==> src/rtl/mor1kx_rf_ctrl_pkg.sv <==
// rtl/mor1kx_rf_ctrl_pkg.sv - state encoding and debug request layout for the GPR access sequencer
package mor1kx_rf_ctrl_pkg;

  typedef enum logic [4:0] {
    ST_CLEAR     = 5'b00001,
    ST_IDLE      = 5'b00010,
    ST_DBG_STALL = 5'b00100,
    ST_DBG_ACC   = 5'b01000,
    ST_DBG_CAP   = 5'b10000
  } rf_ctrl_state_e;

  // Captured debug request: {dat, adr, we} with we in bit 0.
  localparam int DBG_REQ_WE_BIT  = 0;
  localparam int DBG_REQ_ADR_LSB = 1;

  function automatic int dbg_req_dat_lsb(input int adr_width);
    return DBG_REQ_ADR_LSB + adr_width;
  endfunction

  function automatic int dbg_req_width(input int adr_width, input int dat_width);
    return dbg_req_dat_lsb(adr_width) + dat_width;
  endfunction

endpackage

==> src/rtl/mor1kx_rf_access_ctrl.sv <==
// rtl/mor1kx_rf_access_ctrl.sv - GPR RAM port-A sequencer: clear after reset, debug/pipeline arbitration
module mor1kx_rf_access_ctrl
  import mor1kx_rf_ctrl_pkg::*;
#(
  parameter int OPTION_RF_ADDR_WIDTH     = 5,
  parameter int OPTION_RF_WORDS          = 32,
  parameter int OPTION_OPERAND_WIDTH     = 32,
  parameter int OPTION_RF_CLEAR_ON_RESET = 1
) (
  input  logic                            clk,
  input  logic                            rst,
  input  logic                            pipe_we_i,
  input  logic [OPTION_RF_ADDR_WIDTH-1:0] pipe_wradr_i,
  input  logic [OPTION_OPERAND_WIDTH-1:0] pipe_wrdat_i,
  input  logic                            pipe_rden_i,
  input  logic [OPTION_RF_ADDR_WIDTH-1:0] pipe_rdad_i,
  output logic                            pipe_stall_o,
  output logic                            pipe_drop_o,
  input  logic                            dbg_req_i,
  input  logic                            dbg_we_i,
  input  logic [OPTION_RF_ADDR_WIDTH-1:0] dbg_adr_i,
  input  logic [OPTION_OPERAND_WIDTH-1:0] dbg_dat_i,
  output logic                            dbg_ack_o,
  output logic [OPTION_OPERAND_WIDTH-1:0] dbg_dat_o,
  output logic                            rf_wren_o,
  output logic [OPTION_RF_ADDR_WIDTH-1:0] rf_wrad_o,
  output logic [OPTION_OPERAND_WIDTH-1:0] rf_wrda_o,
  output logic                            rf_rden_o,
  output logic [OPTION_RF_ADDR_WIDTH-1:0] rf_rdad_o,
  input  logic [OPTION_OPERAND_WIDTH-1:0] rf_rdda_i,
  output logic                            init_done_o
);

  localparam int AW      = OPTION_RF_ADDR_WIDTH;
  localparam int DW      = OPTION_OPERAND_WIDTH;
  localparam int REQ_W   = dbg_req_width(AW, DW);
  localparam int DAT_LSB = dbg_req_dat_lsb(AW);
  localparam logic [AW-1:0] CLR_LAST = AW'(OPTION_RF_WORDS - 1);
  localparam rf_ctrl_state_e RESET_STATE =
    (OPTION_RF_CLEAR_ON_RESET != 0) ? ST_CLEAR : ST_IDLE;

  rf_ctrl_state_e   state_q, state_d;
  logic [AW-1:0]    clr_cnt_q, clr_cnt_d;
  logic             pipe_drop_q, pipe_drop_d;
  logic             dbg_ack_q, dbg_ack_d;
  logic [DW-1:0]    dbg_dat_q, dbg_dat_d;
  logic [REQ_W-1:0] dbg_req_q, dbg_req_d;

  logic          req_we;
  logic [AW-1:0] req_adr;
  logic [DW-1:0] req_dat;

  assign req_we  = dbg_req_q[DBG_REQ_WE_BIT];
  assign req_adr = dbg_req_q[DBG_REQ_ADR_LSB +: AW];
  assign req_dat = dbg_req_q[DAT_LSB +: DW];

  logic          stall;
  logic          wren;
  logic [AW-1:0] wrad;
  logic [DW-1:0] wrda;
  logic          rden;
  logic [AW-1:0] rdad;
  logic          init_done;

  always_comb begin
    state_d     = state_q;
    clr_cnt_d   = clr_cnt_q;
    pipe_drop_d = pipe_drop_q;
    dbg_ack_d   = 1'b0;
    dbg_dat_d   = dbg_dat_q;
    dbg_req_d   = dbg_req_q;
    stall       = 1'b1;
    wren        = 1'b0;
    wrad        = '0;
    wrda        = '0;
    rden        = 1'b0;
    rdad        = '0;
    init_done   = 1'b1;

    case (state_q)
      ST_CLEAR: begin
        wren      = 1'b1;
        wrad      = clr_cnt_q;
        init_done = 1'b0;
        if (pipe_we_i) pipe_drop_d = 1'b1;
        if (clr_cnt_q == CLR_LAST) begin
          state_d = ST_IDLE;
        end else begin
          clr_cnt_d = clr_cnt_q + AW'(1);
        end
      end

      ST_IDLE: begin
        stall = 1'b0;
        wren  = pipe_we_i;
        wrad  = pipe_wradr_i;
        wrda  = pipe_wrdat_i;
        rden  = pipe_rden_i;
        rdad  = pipe_rdad_i;
        // The ack cycle ignores a still-held request so one request yields one access.
        if (dbg_req_i && !dbg_ack_q) begin
          dbg_req_d[DBG_REQ_WE_BIT]          = dbg_we_i;
          dbg_req_d[DBG_REQ_ADR_LSB +: AW]   = dbg_adr_i;
          dbg_req_d[DAT_LSB +: DW]           = dbg_dat_i;
          state_d                            = ST_DBG_STALL;
        end
      end

      ST_DBG_STALL: begin
        wren    = pipe_we_i;
        wrad    = pipe_wradr_i;
        wrda    = pipe_wrdat_i;
        rden    = pipe_rden_i;
        rdad    = pipe_rdad_i;
        state_d = ST_DBG_ACC;
      end

      ST_DBG_ACC: begin
        if (req_we) begin
          wren = 1'b1;
          wrad = req_adr;
          wrda = req_dat;
        end else begin
          rden = 1'b1;
          rdad = req_adr;
        end
        if (pipe_we_i) pipe_drop_d = 1'b1;
        state_d = ST_DBG_CAP;
      end

      ST_DBG_CAP: begin
        if (!req_we) dbg_dat_d = rf_rdda_i;
        dbg_ack_d = 1'b1;
        state_d   = ST_IDLE;
      end

      default: begin
        state_d = ST_IDLE;
      end
    endcase
  end

  always_comb begin
    pipe_stall_o = stall;
    rf_wren_o    = wren;
    rf_wrad_o    = wrad;
    rf_wrda_o    = wrda;
    rf_rden_o    = rden;
    rf_rdad_o    = rdad;
    init_done_o  = init_done;
    pipe_drop_o  = pipe_drop_q;
    dbg_ack_o    = dbg_ack_q;
    dbg_dat_o    = dbg_dat_q;
    if (rst) begin
      pipe_stall_o = 1'b1;
      rf_wren_o    = 1'b0;
      rf_wrad_o    = '0;
      rf_wrda_o    = '0;
      rf_rden_o    = 1'b0;
      rf_rdad_o    = '0;
      init_done_o  = 1'b0;
      pipe_drop_o  = 1'b0;
      dbg_ack_o    = 1'b0;
      dbg_dat_o    = '0;
    end
  end

  always_ff @(posedge clk) begin
    if (rst) begin
      state_q     <= RESET_STATE;
      clr_cnt_q   <= '0;
      pipe_drop_q <= 1'b0;
      dbg_ack_q   <= 1'b0;
      dbg_dat_q   <= '0;
    end else begin
      state_q     <= state_d;
      clr_cnt_q   <= clr_cnt_d;
      pipe_drop_q <= pipe_drop_d;
      dbg_ack_q   <= dbg_ack_d;
      dbg_dat_q   <= dbg_dat_d;
    end
  end

  always_ff @(posedge clk) begin
    dbg_req_q <= dbg_req_d;
  end

endmodule

==> config.mk <==
export PLATFORM = sky130hd
export DESIGN_NAME = mor1kx_rf_access_ctrl
export DESIGN_NICKNAME = d
export VERILOG_FILES = /design/src/rtl/mor1kx_rf_ctrl_pkg.sv /design/src/rtl/mor1kx_rf_access_ctrl.sv
export SDC_FILE = /design/constraint.sdc
export NUM_CORES = 1
export LEC_CHECK = 0
export CAP_MARGIN = 30
export CELL_PAD_IN_SITES_DETAIL_PLACEMENT = 2
export CELL_PAD_IN_SITES_GLOBAL_PLACEMENT = 2
export CORE_MARGIN = 2
export CORE_UTILIZATION = 23
export DETAILED_ROUTE_END_ITERATION = 8
export PLACE_DENSITY_LB_ADDON = 0.1
export SETUP_SLACK_MARGIN = 0.02
export SLEW_MARGIN = 15
export SYNTH_ARGS = -nofsm -noshare
export SYNTH_HDL_FRONTEND = slang
export SYNTH_SLANG_ARGS = --single-unit
==> constraint.sdc <==
create_clock -name clk -period 3.88 [get_ports clk]
set_input_delay 0.776 -clock clk [delete_from_list [all_inputs] [get_ports clk]]
set_output_delay 0.776 -clock clk [all_outputs]
set_load 0.01 [all_outputs]
==> run metrics, run 1 <==
Worst setup SP type flop; Routed WL 15630 µm; largest net degree at the start of global routing 42; hold depth 2; vias per cell 4.713; status finished clean; GRT Max-Usage Layer met2; fin crit period between 3 and 4 ns; CTS Hold Buffers Added 0; CTS Buf Count 9; antenna violations before repair 0; Area contributors post-synth edfxtp_1 28%, dfxtp_1 21%, nand3_1 11%; TritonCTS clock tree done; Clock Tree Root clkbuf_16; Post-DRT Antenna Nets 0; Peak Freq about 280 MHz; r2r setup slk 1.64 ns; Crit Path Max Fanout 12; Final setup viols 0; clock skew 0.008402 ns; vias 3888; share of post-route cells with drive strength above 1 0.1233; RSZ-0062 raised after global routing no; Distinct cells, synth 41; critical path arrival 2.78 ns; Warnings, synthesis 0; DRC 0; launch point of the worst reg-to-reg path state_q[0]; Worst Hold End clr_cnt_q[0]; cell taking the most area after synthesis edfxtp_1; Mapped Cells 416; synthesized cell area 4126 µm²; register bit count reported by yosys 82; Final HPWL DP 11430 µm; vias in the first global route 4188; Post-synth EDFFs 38; Rows 48; worst skew pair latency 0.34 ns; fillers 1891; met3 Use GR 0.05702; Die ar. roughly 19000 µm²; Pre-antenna DRT Iters 6; async set or reset register ratio after synthesis 0; GR Layer Usage met2 0.2844; port bufs 196; hold path start clr_cnt_q[0]; number of diodes 0; Wirelength per Cell between 15 and 20 µm; global-route usage over all layers 0.1634; Area Overhead vs Synth 61.04%; first-pass GRT wire length about 24000 µm; initial DRC count 97; Die Wd approximately 140 µm; syn_nets roughly 540; Sequential Area 2023 µm²; CP Class reg -> out; Worst-path clk slew 0.07 ns; worst-margin pin slew 0.8317 ns; post-synth top area share 0.2765; area of the multi-input gates about 2000 µm²; CP required 3.10 ns; hold_ws roughly 0.55 ns; Tcrit/Tclk final 0.9165; top_reg_cell synth dfxtp_1; Worst Setup End Kind primary output; sequential area share after synthesis 0.4900; GPL Wtd Cong 0.7174; Die Span Y 137.9 µm; Syn Area/Cell 9.919 µm²; worst vdd ir slightly above 0.2 mV; CTS Buffer Depth 2; Hold Path Class reg -> reg; LEAKAGE 2.188 nW; Max-Cap Viols 0; Hold Vio Cnt, Final 0; relative slew slack 0.4422; r2r endpoint dbg_req_q[5]; power density cells 288.6 nW/µm²; CORE AREA 17420 µm²; I/O pins approximately 200; Starting Density 0.2369; H-tree depth 3; max-slew violations 0; R2R cell count 5; Congestion Overflow GR 0; # nets final 715; fin util 0.3815; GR Layer Usage met1 0.1818; Final TNS setup 0 ns; clock sink count 82
## sequential cells by signal, indices dropped and copies added (netlist names)
name and count:
pipe_drop_q 1, clr_cnt_q 5, dbg_ack_q 1, state_q 5, dbg_req_q 38, dbg_dat_q 32
## layout by cell type (no fill, tap or decap), types with 6 or more instances in the layout
cell type          n
buf_4             12
clkbuf_16         10
dfxtp_1           43
nor2b_1           69
a311oi_1           6
edfxtp_1          38
mux2_2            34
clkdlybuf4s50_1  195
nand3_1           88
a21oi_1           42
## worst max-delay path by stage
stage,startpoint,to,slack (ns),depth (start not counted)
finish,state_q[2],rf_wrad_o[3],0.32,5
global route,state_q[3],rf_rdad_o[3],0.08,5
CTS,state_q[1],rf_rdad_o[3],0.1,5
detailed placement,rst,rf_rdad_o[3],0.39,6
global placement,rst,rf_wrda_o[22],0.50,6
floorplan,state_q[0],dbg_req_q[0],0.68,6
## worst max-delay path, stage by stage (launching register included)
cell	delay, ns
dfxtp_1	0.74
nor4b_1	0.13
buf_4	0.21
a211oi_1	0.67
a311oi_1	0.15
clkdlybuf4s50_1	0.53
## report_power, final
group	switching, mW	internal (mW)	total, mW	leakage (nW)
logic	0.0439	0.123	0.167	1.35
clock network	0.354	0.487	0.841	0.141
registers	0.00350	0.906	0.910	0.697
total	0.401	1.52	1.92	2.19
## kinds of logic (layout without fill, tap and decap cells)
logic type / after synthesis / after routing / share of synthesized area
buffers and inverters: 44 / 228 / 0.04791
adders and majority gates: 2 / 2 / 0.006063
muxes: 34 / 34 / 0.09278
and+or+nand+nor: 193 / 193 / 0.2729
AOI/OAI and AO/OA: 58 / 58 / 0.08217
DFF: 82 / 82 / 0.4900
xor gates and xnor gates: 3 / 3 / 0.008189
## layout make-up
cell class / instances / share of cell area
Inverter: 3 / 0.001695
Multi-Input combinational cell: 290 / 0.2949
Sequential cell: 82 / 0.3045
Timing Repair Buffer: 210 / 0.3141
Clock buffer: 13 / 0.04086
Clock inverter: 2 / 0.001695
Tap cell: 225 / 0.04236
## routing by layer
| metal | wire length [µm] | share of wire | vias up |
|---|---|---|---|
| li1 | - | - | 1864 |
| met1 | 6046 | 0.39 | 1887 |
| met2 | 7969 | 0.51 | 116 |
| met3 | 1215 | 0.078 | 21 |
| met4 | 401 | 0.026 | 0 |
| met5 | 0 | 0 | - |
## cells in the mapped netlist, types with 5 or more instances
| library cell | n |
|---|---|
| edfxtp_1 | 38 |
| nor2b_1 | 69 |
| clkbuf_1 | 25 |
| nand3_1 | 88 |
| a311oi_1 | 6 |
| a21oi_1 | 42 |
| dfxtp_1 | 44 |
| mux2_2 | 34 |
| nand4b_1 | 5 |
| buf_2 | 11 |
| nor2_1 | 6 |
## per-stage QoR
step	total power, mW	setup slack (ns)	cell area, µm²	instances
detailed placement	1.098	0.3906	6361	810
finish	1.918	0.3241	6645	825
floorplan	0.9639	0.6827	4126	416
CTS	1.955	0.09972	6644	825
global route	2.001	0.07731	6645	825
global placement	1.093	0.5017	6361	810
## timing repair
item,CTS,global route
hold endpoints to repair,0,0
gates resized for setup,0,1
endpoints found under the setup margin,0,11
setup buffers,0,0
(Power assumes the default switching activity.)
==> inputs of run 2 (changes only) <==
CORE_UTILIZATION = 21   (was 23)
clock period = 3 ns   (was 3.88 ns; I/O delays follow)
==> run 2 against run 1 <==
Core utilization decreased by 1.5 points. Non-clock buffer count up 19. Clock power increased by 40%. Clock skew shrank 0.0044 ns. Sequential share of layout area shrank 1.9 points. Critical path depth grew 2. Highest routed layer unchanged.
==> run metrics, run 2 (synthesis gave the netlist of run 1 again) <==
status finished clean; Peak Freq between 300 and 400 MHz; Die Wd roughly 140 µm; largest net degree at the start of global routing between 70 and 80; launch point of the worst reg-to-reg path state_q[0]; global-route usage over all layers 0.1615; commonest non-fill, non-tap cell in the layout clkdlybuf4s50_1; Final TNS setup 0 ns; Tcrit/Tclk final 0.9565; Die Span Y 144.2 µm; Max-Cap Viols 0; CORE AREA 19400 µm²; Pre-antenna DRT Iters 4; DRC 0; number of diodes 0; Rows 51; worst vdd ir 0.2711 mV; # nets final approximately 730; Hold Path Class reg -> reg; total power 2.579 mW; TritonCTS clock tree done; Crit Path Max Fanout 17; share of post-route cells with drive strength above 1 0.1726; H-tree depth 3; I/O pins 197; final setup margin 0.1304 ns; placed inst area around 6500 µm²; max FFs per register 38; Congestion Overflow GR 0; antenna violations before repair 0; RSZ-0062 raised after global routing yes; most frequent cells in the layout 160 x clkdlybuf4s50_1, 88 x nand3_1, 69 x nor2b_1, 42 x a21oi_1, 40 x dfxtp_1; relative slew slack 0.6871; pre-CTS WS 0.1661 ns; Top reg by flops dbg_req_q; top flop regs dbg_req_q (38), dbg_dat_q (32); post-route cell area 7109 µm²; max-slew violations 0; CTS Buffer Depth 2; initial DRC count around 120; vias in the first global route 4326; vias around 4000; LEAKAGE 2.803 nW; CP required 2.40 ns; power density cells 362.8 nW/µm²; Die ar. just over 20000 µm²; CP Class reg -> out; CTS Buf Count 9; Worst Setup End Kind primary output; GPL Wtd Cong 0.7126; Routed WL around 17000 µm; fin util 0.3665; Worst setup SP type flop; Wirelength per Cell ~19 µm; vias per cell 4.533; Area Overhead vs Synth 72.29%; critical path arrival 2.27 ns; CP Launch Point state_q[2]; Post-DRT Antenna Nets 0; fin crit period 2.870 ns; clock sink count 82; hold path start clr_cnt_q[4]; Hold Vio Cnt, Final 0; worst-margin pin slew 0.4693 ns; Final setup viols 0; port bufs 196; first-pass GRT wire length around 25000 µm; worst skew pair latency roughly 0.34 ns; Starting Density 0.2127; Final HPWL DP 11680 µm; Clock Tree Root clkbuf_16; clock skew 0.004017 ns; Worst-path clk slew 0.07 ns
## run 2: changes by cell type in the layout (fill, tap and decap cells not counted), sizes merged
cell,previous run,this run
buf,15,31
bufbuf,0,3
clkbuf,13,12
clkdlybuf4s50,195,160
clkinvlp,0,1
dlygate4sd2,0,14
dlymetal6s2s,0,21
inv,4,5
## run 2: final timing paths
check / to / slack (ns) / depth (start not counted)
setup / recovery: rf_wrda_o[1] / 0.13 / 7
hold / removal: clr_cnt_q[4] / 0.51 / 2
setup reg to reg: dbg_req_q[14] / 0.85 / 6
hold reg to reg: clr_cnt_q[4] / 0.51 / 2
## run 2: where the power goes
part	switching, mW	total [mW]	internal [mW]
Sequential	0.00502	1.18	1.17
Clock	0.496	1.18	0.688
Combinational	0.0582	0.218	0.160
Total	0.560	2.58	2.02
## run 2: per-layer routing
metal,GRT usage,wire length (µm),share of wire,up-vias
met2,0.2732,8448,0.50,117
met5,0,0,0,-
li1,-,-,-,1901
met3,0.06093,1387,0.082,12
met1,0.1918,6853,0.41,1982
met4,0.04650,217,0.013,0
## run 2: worst max-delay path, cell delays in order (launching register included)
cell,delay (ns)
dfxtp_2,0.38
buf_4,0.20
nor3b_4,0.22
buf_12,0.15
buf_12,0.15
nand3_1,0.08
a21oi_1,0.15
clkdlybuf4s50_1,0.60
## run 2: timing repair
| item | 4_1_cts | 5_1_grt |
|---|---|---|
| setup buffers | 6 | 1 |
| resized for setup | 26 | 30 |
| pin swaps | 2 | 0 |
| hold buffers | 0 | 0 |
| cloned | 3 | 1 |
| endpoints found under the setup margin | 44 | 31 |
## run 2: stage by stage
stage,cells,hold WS (ns)
global route,885,0.5535
CTS,883,0.5297
detailed placement,858,0.5167
floorplan,416,0.4661
finish,885,0.5150
global placement,858,0.4919
## run 2: final cells by class
class | instances | area, µm²
clock buffers | 12 | 289.0
clock inverters | 4 | 27.53
fillers | 2077 | 12290
inverters | 3 | 11.26
multi-input cells | 290 | 2016
flip-flops and latches | 82 | 2027
well taps | 265 | 331.6
repair buffers | 229 | 2407
